<file path="src/rtl/metadata_record_queue_if.sv">
// Record stream carrying one queued L2/L3 metadata record per beat.
// METADATA_FRAME_LEN_EN adds the m_frame_len field and LEN_W parameter.
interface metadata_record_queue_if
`ifdef METADATA_FRAME_LEN_EN
#(
   parameter int LEN_W = 16
)
`endif
;
   logic        m_valid;
   logic        m_ready;
   logic [47:0] m_dest_mac;
   logic [47:0] m_src_mac;
   logic [15:0] m_ethertype;
   logic        m_vlan_present;
   logic [11:0] m_vlan_id;
   logic [4:0]  m_l2_len;
   logic [3:0]  m_proto;
   logic        m_no_class;
`ifdef METADATA_FRAME_LEN_EN
   logic [LEN_W-1:0] m_frame_len;
`endif

   modport master (
      output m_valid,
      output m_dest_mac,
      output m_src_mac,
      output m_ethertype,
      output m_vlan_present,
      output m_vlan_id,
      output m_l2_len,
      output m_proto,
      output m_no_class,
`ifdef METADATA_FRAME_LEN_EN
      output m_frame_len,
`endif
      input  m_ready
   );

   modport slave (
      input  m_valid,
      input  m_dest_mac,
      input  m_src_mac,
      input  m_ethertype,
      input  m_vlan_present,
      input  m_vlan_id,
      input  m_l2_len,
      input  m_proto,
      input  m_no_class,
`ifdef METADATA_FRAME_LEN_EN
      input  m_frame_len,
`endif
      output m_ready
   );
endinterface

</file>
<file path="src/rtl/metadata_record_queue.sv">
// Captures one metadata record per frame and queues it in a DEPTH FIFO.
// Optional macro METADATA_FRAME_LEN_EN adds beat counting (m_frame_len).
module metadata_record_queue #(
   parameter int DEPTH = 4,
   parameter int CNT_W = 16
`ifdef METADATA_FRAME_LEN_EN
   ,
   parameter int LEN_W = 16
`endif
) (
   input  logic                   clk,
   input  logic                   rst,
   input  logic                   frame_start_i,
   input  logic                   frame_end_i,
   input  logic [47:0]            dest_mac_i,
   input  logic [47:0]            src_mac_i,
   input  logic [15:0]            resolved_ethertype_i,
   input  logic                   vlan_present_i,
   input  logic [11:0]            vlan_id_i,
   input  logic [4:0]             l2_header_len_i,
   input  logic                   proto_valid_i,
   input  logic                   is_ipv4_i,
   input  logic                   is_ipv6_i,
   input  logic                   is_arp_i,
   input  logic                   is_unknown_i,
`ifdef METADATA_FRAME_LEN_EN
   input  logic                   beat_valid_i,
`endif
   metadata_record_queue_if.master m_if,
   output logic [$clog2(DEPTH):0] fifo_level_o,
   output logic [CNT_W-1:0]       drop_cnt_o
);

   localparam int AW = $clog2(DEPTH);
   localparam int LW = AW + 1;

   typedef struct packed {
      logic [47:0] dest;
      logic [47:0] src;
      logic [15:0] etype;
      logic        vlan_p;
      logic [11:0] vid;
      logic [4:0]  l2_len;
      logic [3:0]  proto;
      logic        no_class;
   } rec_t;

   logic          frame_open_q, frame_open_d;
   logic          captured_q, captured_d;
   logic          pv_q, pv_d;
   rec_t          stg_q;
   rec_t          mem_q [DEPTH];
   logic [AW-1:0] wr_ptr_q, wr_ptr_d;
   logic [AW-1:0] rd_ptr_q, rd_ptr_d;
   logic [LW-1:0] level_q, level_d;
   logic [CNT_W-1:0] drop_q, drop_d;

   logic cap, commit, abort;
   logic full, pop, push, drop_inc;
   rec_t in_rec, push_rec, head;

`ifdef METADATA_FRAME_LEN_EN
   logic [LEN_W-1:0] len_q, len_d, len_sum;
   logic [LEN_W-1:0] len_mem_q [DEPTH];
`endif

   assign cap    = pv_q & frame_open_q & ~captured_q;
   assign commit = frame_end_i & frame_open_q;
   assign abort  = frame_start_i & frame_open_q & ~frame_end_i;
   assign full   = (level_q == LW'(DEPTH));
   assign pop    = (level_q != '0) & m_if.m_ready;
   assign push   = commit & (~full | pop);
   assign drop_inc = abort | (commit & full & ~pop);

   // Assemble the live record and choose what a commit pushes.
   always_comb begin
      in_rec.dest     = dest_mac_i;
      in_rec.src      = src_mac_i;
      in_rec.etype    = resolved_ethertype_i;
      in_rec.vlan_p   = vlan_present_i;
      in_rec.vid      = vlan_id_i;
      in_rec.l2_len   = l2_header_len_i;
      in_rec.proto    = {is_unknown_i, is_arp_i,
                         is_ipv6_i, is_ipv4_i};
      in_rec.no_class = 1'b0;
      push_rec = in_rec;
      if (!cap) begin
         if (captured_q) begin
            push_rec = stg_q;
         end else begin
            push_rec.proto    = 4'b0000;
            push_rec.no_class = 1'b1;
         end
      end
   end

   // Next-state for frame tracking, pointers, level and drops.
   always_comb begin
      frame_open_d = frame_open_q;
      captured_d   = captured_q;
      if (cap) captured_d = 1'b1;
      if (commit) begin
         frame_open_d = 1'b0;
         captured_d   = 1'b0;
      end
      if (frame_start_i) begin
         frame_open_d = 1'b1;
         captured_d   = 1'b0;
      end
      pv_d = proto_valid_i & frame_open_q & ~frame_start_i;
      wr_ptr_d = push ? wr_ptr_q + 1'b1 : wr_ptr_q;
      rd_ptr_d = pop ? rd_ptr_q + 1'b1 : rd_ptr_q;
      level_d  = level_q + {{(LW-1){1'b0}}, push}
                         - {{(LW-1){1'b0}}, pop};
      drop_d   = drop_q;
      if (drop_inc && !(&drop_q)) drop_d = drop_q + 1'b1;
   end

   // Control state registers.
   always_ff @(posedge clk or posedge rst) begin
      if (rst) begin
         frame_open_q <= 1'b0;
         captured_q   <= 1'b0;
         pv_q         <= 1'b0;
         wr_ptr_q     <= '0;
         rd_ptr_q     <= '0;
         level_q      <= '0;
         drop_q       <= '0;
      end else begin
         frame_open_q <= frame_open_d;
         captured_q   <= captured_d;
         pv_q         <= pv_d;
         wr_ptr_q     <= wr_ptr_d;
         rd_ptr_q     <= rd_ptr_d;
         level_q      <= level_d;
         drop_q       <= drop_d;
      end
   end

   // Staging record sampled on the first classification of a frame.
   always_ff @(posedge clk or posedge rst) begin
      if (rst) stg_q <= '0;
      else if (cap) stg_q <= in_rec;
   end

   // Record storage; empty slots are masked on the output side.
   always_ff @(posedge clk) begin
      if (push) mem_q[wr_ptr_q] <= push_rec;
   end

`ifdef METADATA_FRAME_LEN_EN
   assign len_sum = (beat_valid_i && !(&len_q)) ? len_q + 1'b1 : len_q;

   always_comb begin
      len_d = len_q;
      if (frame_open_q) len_d = len_sum;
      if (frame_start_i) len_d = {{(LEN_W-1){1'b0}}, beat_valid_i};
   end

   // Beat counter for the frame currently open.
   always_ff @(posedge clk or posedge rst) begin
      if (rst) len_q <= '0;
      else len_q <= len_d;
   end

   // Length storage alongside each queued record.
   always_ff @(posedge clk) begin
      if (push) len_mem_q[wr_ptr_q] <= len_sum;
   end

   assign m_if.m_frame_len = (level_q != '0) ? len_mem_q[rd_ptr_q] : '0;
`endif

   assign head = (level_q != '0) ? mem_q[rd_ptr_q] : '0;

   assign m_if.m_valid        = (level_q != '0);
   assign m_if.m_dest_mac     = head.dest;
   assign m_if.m_src_mac      = head.src;
   assign m_if.m_ethertype    = head.etype;
   assign m_if.m_vlan_present = head.vlan_p;
   assign m_if.m_vlan_id      = head.vid;
   assign m_if.m_l2_len       = head.l2_len;
   assign m_if.m_proto        = head.proto;
   assign m_if.m_no_class     = head.no_class;
   assign fifo_level_o        = level_q;
   assign drop_cnt_o          = drop_q;

endmodule

</file>
<file path="src/flat_wrapper.sv">
// flat-port wrapper written by rule: the top's interface ports become plain ports
module metadata_record_queue_flat 
#(
   parameter int DEPTH = 4,
   parameter int CNT_W = 16

)
  (clk, rst, frame_start_i, frame_end_i, dest_mac_i, src_mac_i, resolved_ethertype_i, vlan_present_i, vlan_id_i, l2_header_len_i, proto_valid_i, is_ipv4_i, is_ipv6_i, is_arp_i, is_unknown_i, fifo_level_o, drop_cnt_o, m_if_m_valid, m_if_m_dest_mac, m_if_m_src_mac, m_if_m_ethertype, m_if_m_vlan_present, m_if_m_vlan_id, m_if_m_l2_len, m_if_m_proto, m_if_m_no_class, m_if_m_ready);
  metadata_record_queue_if m_if_i ();
  input  logic clk;
  input  logic rst;
  input  logic frame_start_i;
  input  logic frame_end_i;
  input  logic [47:0] dest_mac_i;
  input  logic [47:0] src_mac_i;
  input  logic [15:0] resolved_ethertype_i;
  input  logic vlan_present_i;
  input  logic [11:0] vlan_id_i;
  input  logic [4:0] l2_header_len_i;
  input  logic proto_valid_i;
  input  logic is_ipv4_i;
  input  logic is_ipv6_i;
  input  logic is_arp_i;
  input  logic is_unknown_i;
  output logic [$clog2(DEPTH):0] fifo_level_o;
  output logic [CNT_W-1:0] drop_cnt_o;
  output wire logic [$bits(m_if_i.m_valid)-1:0] m_if_m_valid;
  output wire logic [$bits(m_if_i.m_dest_mac)-1:0] m_if_m_dest_mac;
  output wire logic [$bits(m_if_i.m_src_mac)-1:0] m_if_m_src_mac;
  output wire logic [$bits(m_if_i.m_ethertype)-1:0] m_if_m_ethertype;
  output wire logic [$bits(m_if_i.m_vlan_present)-1:0] m_if_m_vlan_present;
  output wire logic [$bits(m_if_i.m_vlan_id)-1:0] m_if_m_vlan_id;
  output wire logic [$bits(m_if_i.m_l2_len)-1:0] m_if_m_l2_len;
  output wire logic [$bits(m_if_i.m_proto)-1:0] m_if_m_proto;
  output wire logic [$bits(m_if_i.m_no_class)-1:0] m_if_m_no_class;
  input wire logic [$bits(m_if_i.m_ready)-1:0] m_if_m_ready;
  assign m_if_m_valid = m_if_i.m_valid;
  assign m_if_m_dest_mac = m_if_i.m_dest_mac;
  assign m_if_m_src_mac = m_if_i.m_src_mac;
  assign m_if_m_ethertype = m_if_i.m_ethertype;
  assign m_if_m_vlan_present = m_if_i.m_vlan_present;
  assign m_if_m_vlan_id = m_if_i.m_vlan_id;
  assign m_if_m_l2_len = m_if_i.m_l2_len;
  assign m_if_m_proto = m_if_i.m_proto;
  assign m_if_m_no_class = m_if_i.m_no_class;
  assign m_if_i.m_ready = m_if_m_ready;
  metadata_record_queue #(.DEPTH(DEPTH), .CNT_W(CNT_W)) u_core (.clk(clk), .rst(rst), .frame_start_i(frame_start_i), .frame_end_i(frame_end_i), .dest_mac_i(dest_mac_i), .src_mac_i(src_mac_i), .resolved_ethertype_i(resolved_ethertype_i), .vlan_present_i(vlan_present_i), .vlan_id_i(vlan_id_i), .l2_header_len_i(l2_header_len_i), .proto_valid_i(proto_valid_i), .is_ipv4_i(is_ipv4_i), .is_ipv6_i(is_ipv6_i), .is_arp_i(is_arp_i), .is_unknown_i(is_unknown_i), .m_if(m_if_i), .fifo_level_o(fifo_level_o), .drop_cnt_o(drop_cnt_o));
endmodule
</file>
<file path="config.mk">
export PLATFORM = sky130hd
export DESIGN_NAME = metadata_record_queue_flat
export DESIGN_NICKNAME = d
export VERILOG_FILES = /design/src/rtl/metadata_record_queue_if.sv /design/src/rtl/metadata_record_queue.sv /design/src/flat_wrapper.sv
export SDC_FILE = /design/constraint.sdc
export NUM_CORES = 1
export LEC_CHECK = 0
export ABC_AREA = 1
export BUFFER_PORTS_ARGS = -buffer_cell sky130_fd_sc_hd__clkbuf_2
export CELL_PAD_IN_SITES_DETAIL_PLACEMENT = 1
export CELL_PAD_IN_SITES_GLOBAL_PLACEMENT = 1
export CORE_ASPECT_RATIO = 1.1
export CORE_UTILIZATION = 50
export CTS_CLUSTER_DIAMETER = 150
export DETAILED_ROUTE_END_ITERATION = 8
export PLACE_DENSITY = 0.81
export SLEW_MARGIN = 30
export SYNTH_ARGS = -nofsm -noshare
export SYNTH_HDL_FRONTEND = slang
export SYNTH_SLANG_ARGS = --single-unit
</file>
<file path="constraint.sdc">
create_clock -name clk -period 21.7 [get_ports clk]
set_clock_uncertainty 0.15 [all_clocks]
set_input_delay 4.34 -clock clk [delete_from_list [all_inputs] [get_ports clk]]
set_output_delay 4.34 -clock clk [all_outputs]
set_load 0.005 [all_outputs]
</file>
==> flow_summary.yaml <==
outcome:
  run_status: "finished clean"
placed_design:
  port_buffers: 294
  place.detailed.hpwl_um: 47800
  place_congestion: 0.829
sta:
  fin_crit_ns: 8.40
  timing.final.crit_share_pct: 38.7
  setup_viol: 0
  hold_slack_ns: 0.336
  rsz0062_at_grt: "false"
  tns_ns: 0
  slew_headroom_pct: 34.6
  drv_slew: 0
  hold_viol: 0
  worst_pin_slew_ns: 0.981
  max_clock_freq_mhz: 119
power_and_ir_drop:
  power_density_nw_per_um2: 131
  power.net_switching_mw: 1.54
  max-vdd-ir-drop_v: 0.0000781
  combPwrFrac_pct: 31.1
  clock_power_share_pct: 27.3
  seqPwrFrac_pct: 41.6
  p_int_mw: 2.80
  swShare_pct: 35.4
  power_leakage_nw: 12.8
logic_synthesis:
  avgSynthCellArea_um2: 10.8
  synthesis.area_um2: 28700
  ys_seq_area_share_pct: 70.3
  yosysUniqueCellTypes: 29
  netlist_instances: 2659
  yosys.area.top_type_share_pct: 56.4
  synth_seq_cells: 700
  syn_nets: 2806
  yosysTopAreaCell: "edfxtp_1"
  synthTopCellsByArea: "edfxtp_1, dfrtp_1, o21ai_0"
  yosysWarnings: 0
worst_setup_path:
  worstReg2RegEnd: "u_core.stg_q[77]"
  cpMaxStageDelayCell: "buf_4"
  crit_family: "buffers and inverters"
  path_max_fanout: 133
  critPathCaptureType: "output pin"
  cp_data_required_time_ns: 17.21
  worstSetupStartpointType: "flip-flop"
  cp.arrival_ns: 3.91
  max_stage_delay_ns: 0.75
  r2r_setup_slack_ns: 17.71
  path_cells: "buf_12 > inv_6 > buf_4 > o21ai_0 > a21oi_1 > clkbuf_2"
  cp.buffers_inverters: 4
  r2r-start: "u_core.captured_q"
  r2r_cells: 5
  cp-startpoint: "u_core.rd_ptr_q[0]"
  crit_type: "reg -> out"
clocking:
  clkLatencyLatePin_ns: 0.61
  clock_sinks: 700
  cts_buffers: 70
  root_buffer: "clkbuf_16"
  postCtsSetupRepairBufs: 0
  clk_pin_slew_ns: 0.06
  ctsHoldBuffers: 0
  cts_resized: 0
  htree_num_levels: 3
  cts.path.max_buffers: 3
  cts_tree: "done"
run:
  maxCapViolCount: 0
min_path:
  hold_end: "u_core.stg_q[18]"
  hold_path_depth: 2
  min_from: "u_core.stg_q[18]"
  worstHoldPathType: "reg -> reg"
drt:
  post-route-drc-count: 0
  detail-route-antenna-nets: 0
  wl_um: 81300
  num_vias: 20718
  post_drt_wl_per_cell_um: 22.0
  viasPerCell: 5.61
  dr.pass1.iters: 5
  drtIter0Drc: 1488
floorplanning:
  die_w_um: 231
  die_h_um: 253
  fp.coreArea_um2: 56500
  dieArea_um2: 58500
  io_pins: 295
  initial_core_util_pct: 50.9
  rows: 91
global_route:
  overflow: 0
  gr-usage-all-layers_pct: 27.9
  grt_pass1_vias: 22319
  grt_pass1_wl_um: 125000
  grt_max_degree: 134
  grt_antenna_before_repair: 6
cells_and_area:
  final_cell_mix: "nor2_1, edfxtp_1, o21ai_0, nand2_1, clkbuf_2"
  final_common_cell: "nor2_1"
  drive_gt1_share_pct: 14.8
  area_growth_pct: 14.7
  fin_nets: 3034
==> final cells by class <==
cell class	instances	area [µm²]
Antenna cell	6	15.0
Clock buffer	104	2000
Clock inverter	21	201
Fill cell	6098	23500
Inverter	165	633
Multi-Input combinational cell	1631	7230
Sequential cell	700	20200
Tap cell	744	931
Timing Repair Buffer	319	1730
==> worst max-delay path by stage <==
| stage | end | slack (ns) | cells past startpoint |
|---|---|---|---|
| global route | m_if_m_dest_mac[44] | 13.08 | 6 |
| floorplan | u_core.mem_q[0][0] | 10.70 | 4 |
| CTS | m_if_m_dest_mac[44] | 13.25 | 6 |
| finish | m_if_m_dest_mac[44] | 13.30 | 6 |
| detailed placement | u_core.mem_q[1][30] | 13.85 | 7 |
| global placement | u_core.mem_q[1][30] | 13.92 | 7 |
==> logic make-up (layout without fill, tap and decap cells) <==
family	Yosys count	after routing	share of synthesized area [%]
and+or+nand+nor	932	932	12.4
DFF	700	700	70.3
AOI/OAI and AO/OA	681	681	11.9
buffers and inverters	328	609	4.69
xor gates and xnor gates	11	11	0.335
adders and majority gates	7	7	0.331
other	0	6	0
==> Yosys cell counts <==
master	n
nand2_1	348
nand3_1	8
xor2_1	7
clkinv_2	1
o21ai_0	525
nand2_4	1
xnor2_1	4
nor3_1	2
inv_2	2
o21ai_4	1
inv_1	162
edfxtp_1	540
nor2_1	562
fa_1	1
clkbuf_1	74
buf_1	24
o21ai_1	18
buf_6	2
nand3_2	1
nand2_2	1
o21ai_2	1
nand4_1	5
buf_2	54
nor2_2	1
a21oi_1	136
dfrtp_1	160
nor2_4	3
ha_1	6
buf_4	9
==> worst min-delay path, cell delays in order, from the launching register on <==
cell	delay (ns)
dfrtp_1	0.34
nand2_1	0.05
o21ai_0	0.06
==> state kept, by name (all words and copies together) (netlist names) <==
| name | count |
|---|---|
| u_core.mem_q | 540 |
| u_core.stg_q | 134 |
| u_core.drop_cnt_o | 16 |
| u_core.fifo_level_o | 3 |
| u_core.rd_ptr_q | 2 |
| u_core.wr_ptr_q | 2 |
| u_core.captured_q | 1 |
| u_core.frame_open_q | 1 |
| u_core.pv_q | 1 |
==> power groups by stage <==
stage	combinational (mW)	clock (mW)	sequential (mW)
CTS	1.36	1.20	1.80
floorplan	0.801	0	1.79
global route	1.49	1.24	1.82
finish	1.35	1.18	1.80
global placement	1.26	0	1.82
detailed placement	1.34	0	1.83
==> metrics by stage <==
| stage | setup slack [ns] | util (%) | total power, mW | cell area [µm²] | cells |
|---|---|---|---|---|---|
| finish | 13.30 | 58.4 | 4.33 | 33000 | 3690 |
| global route | 13.08 | 58.4 | 4.55 | 33000 | 3690 |
| CTS | 13.25 | 58.3 | 4.37 | 32900 | 3683 |
| detailed placement | 13.85 | 54.4 | 3.17 | 30700 | 3558 |
| global placement | 13.92 | 54.3 | 3.08 | 30700 | 3557 |
| floorplan | 10.70 | - | 2.59 | 28700 | 2659 |
==> metal layers <==
layer | vias up | GRT usage, % | routed length [µm]
met4 | 0 | 11.4 | 2700
met1 | 10508 | 34.3 | 32500
met5 | - | 0 | 0
met2 | 613 | 49.7 | 42200
met3 | 137 | 3.62 | 3970
li1 | 9460 | - | -
Note: power is estimated with default switching activity, not from simulation.
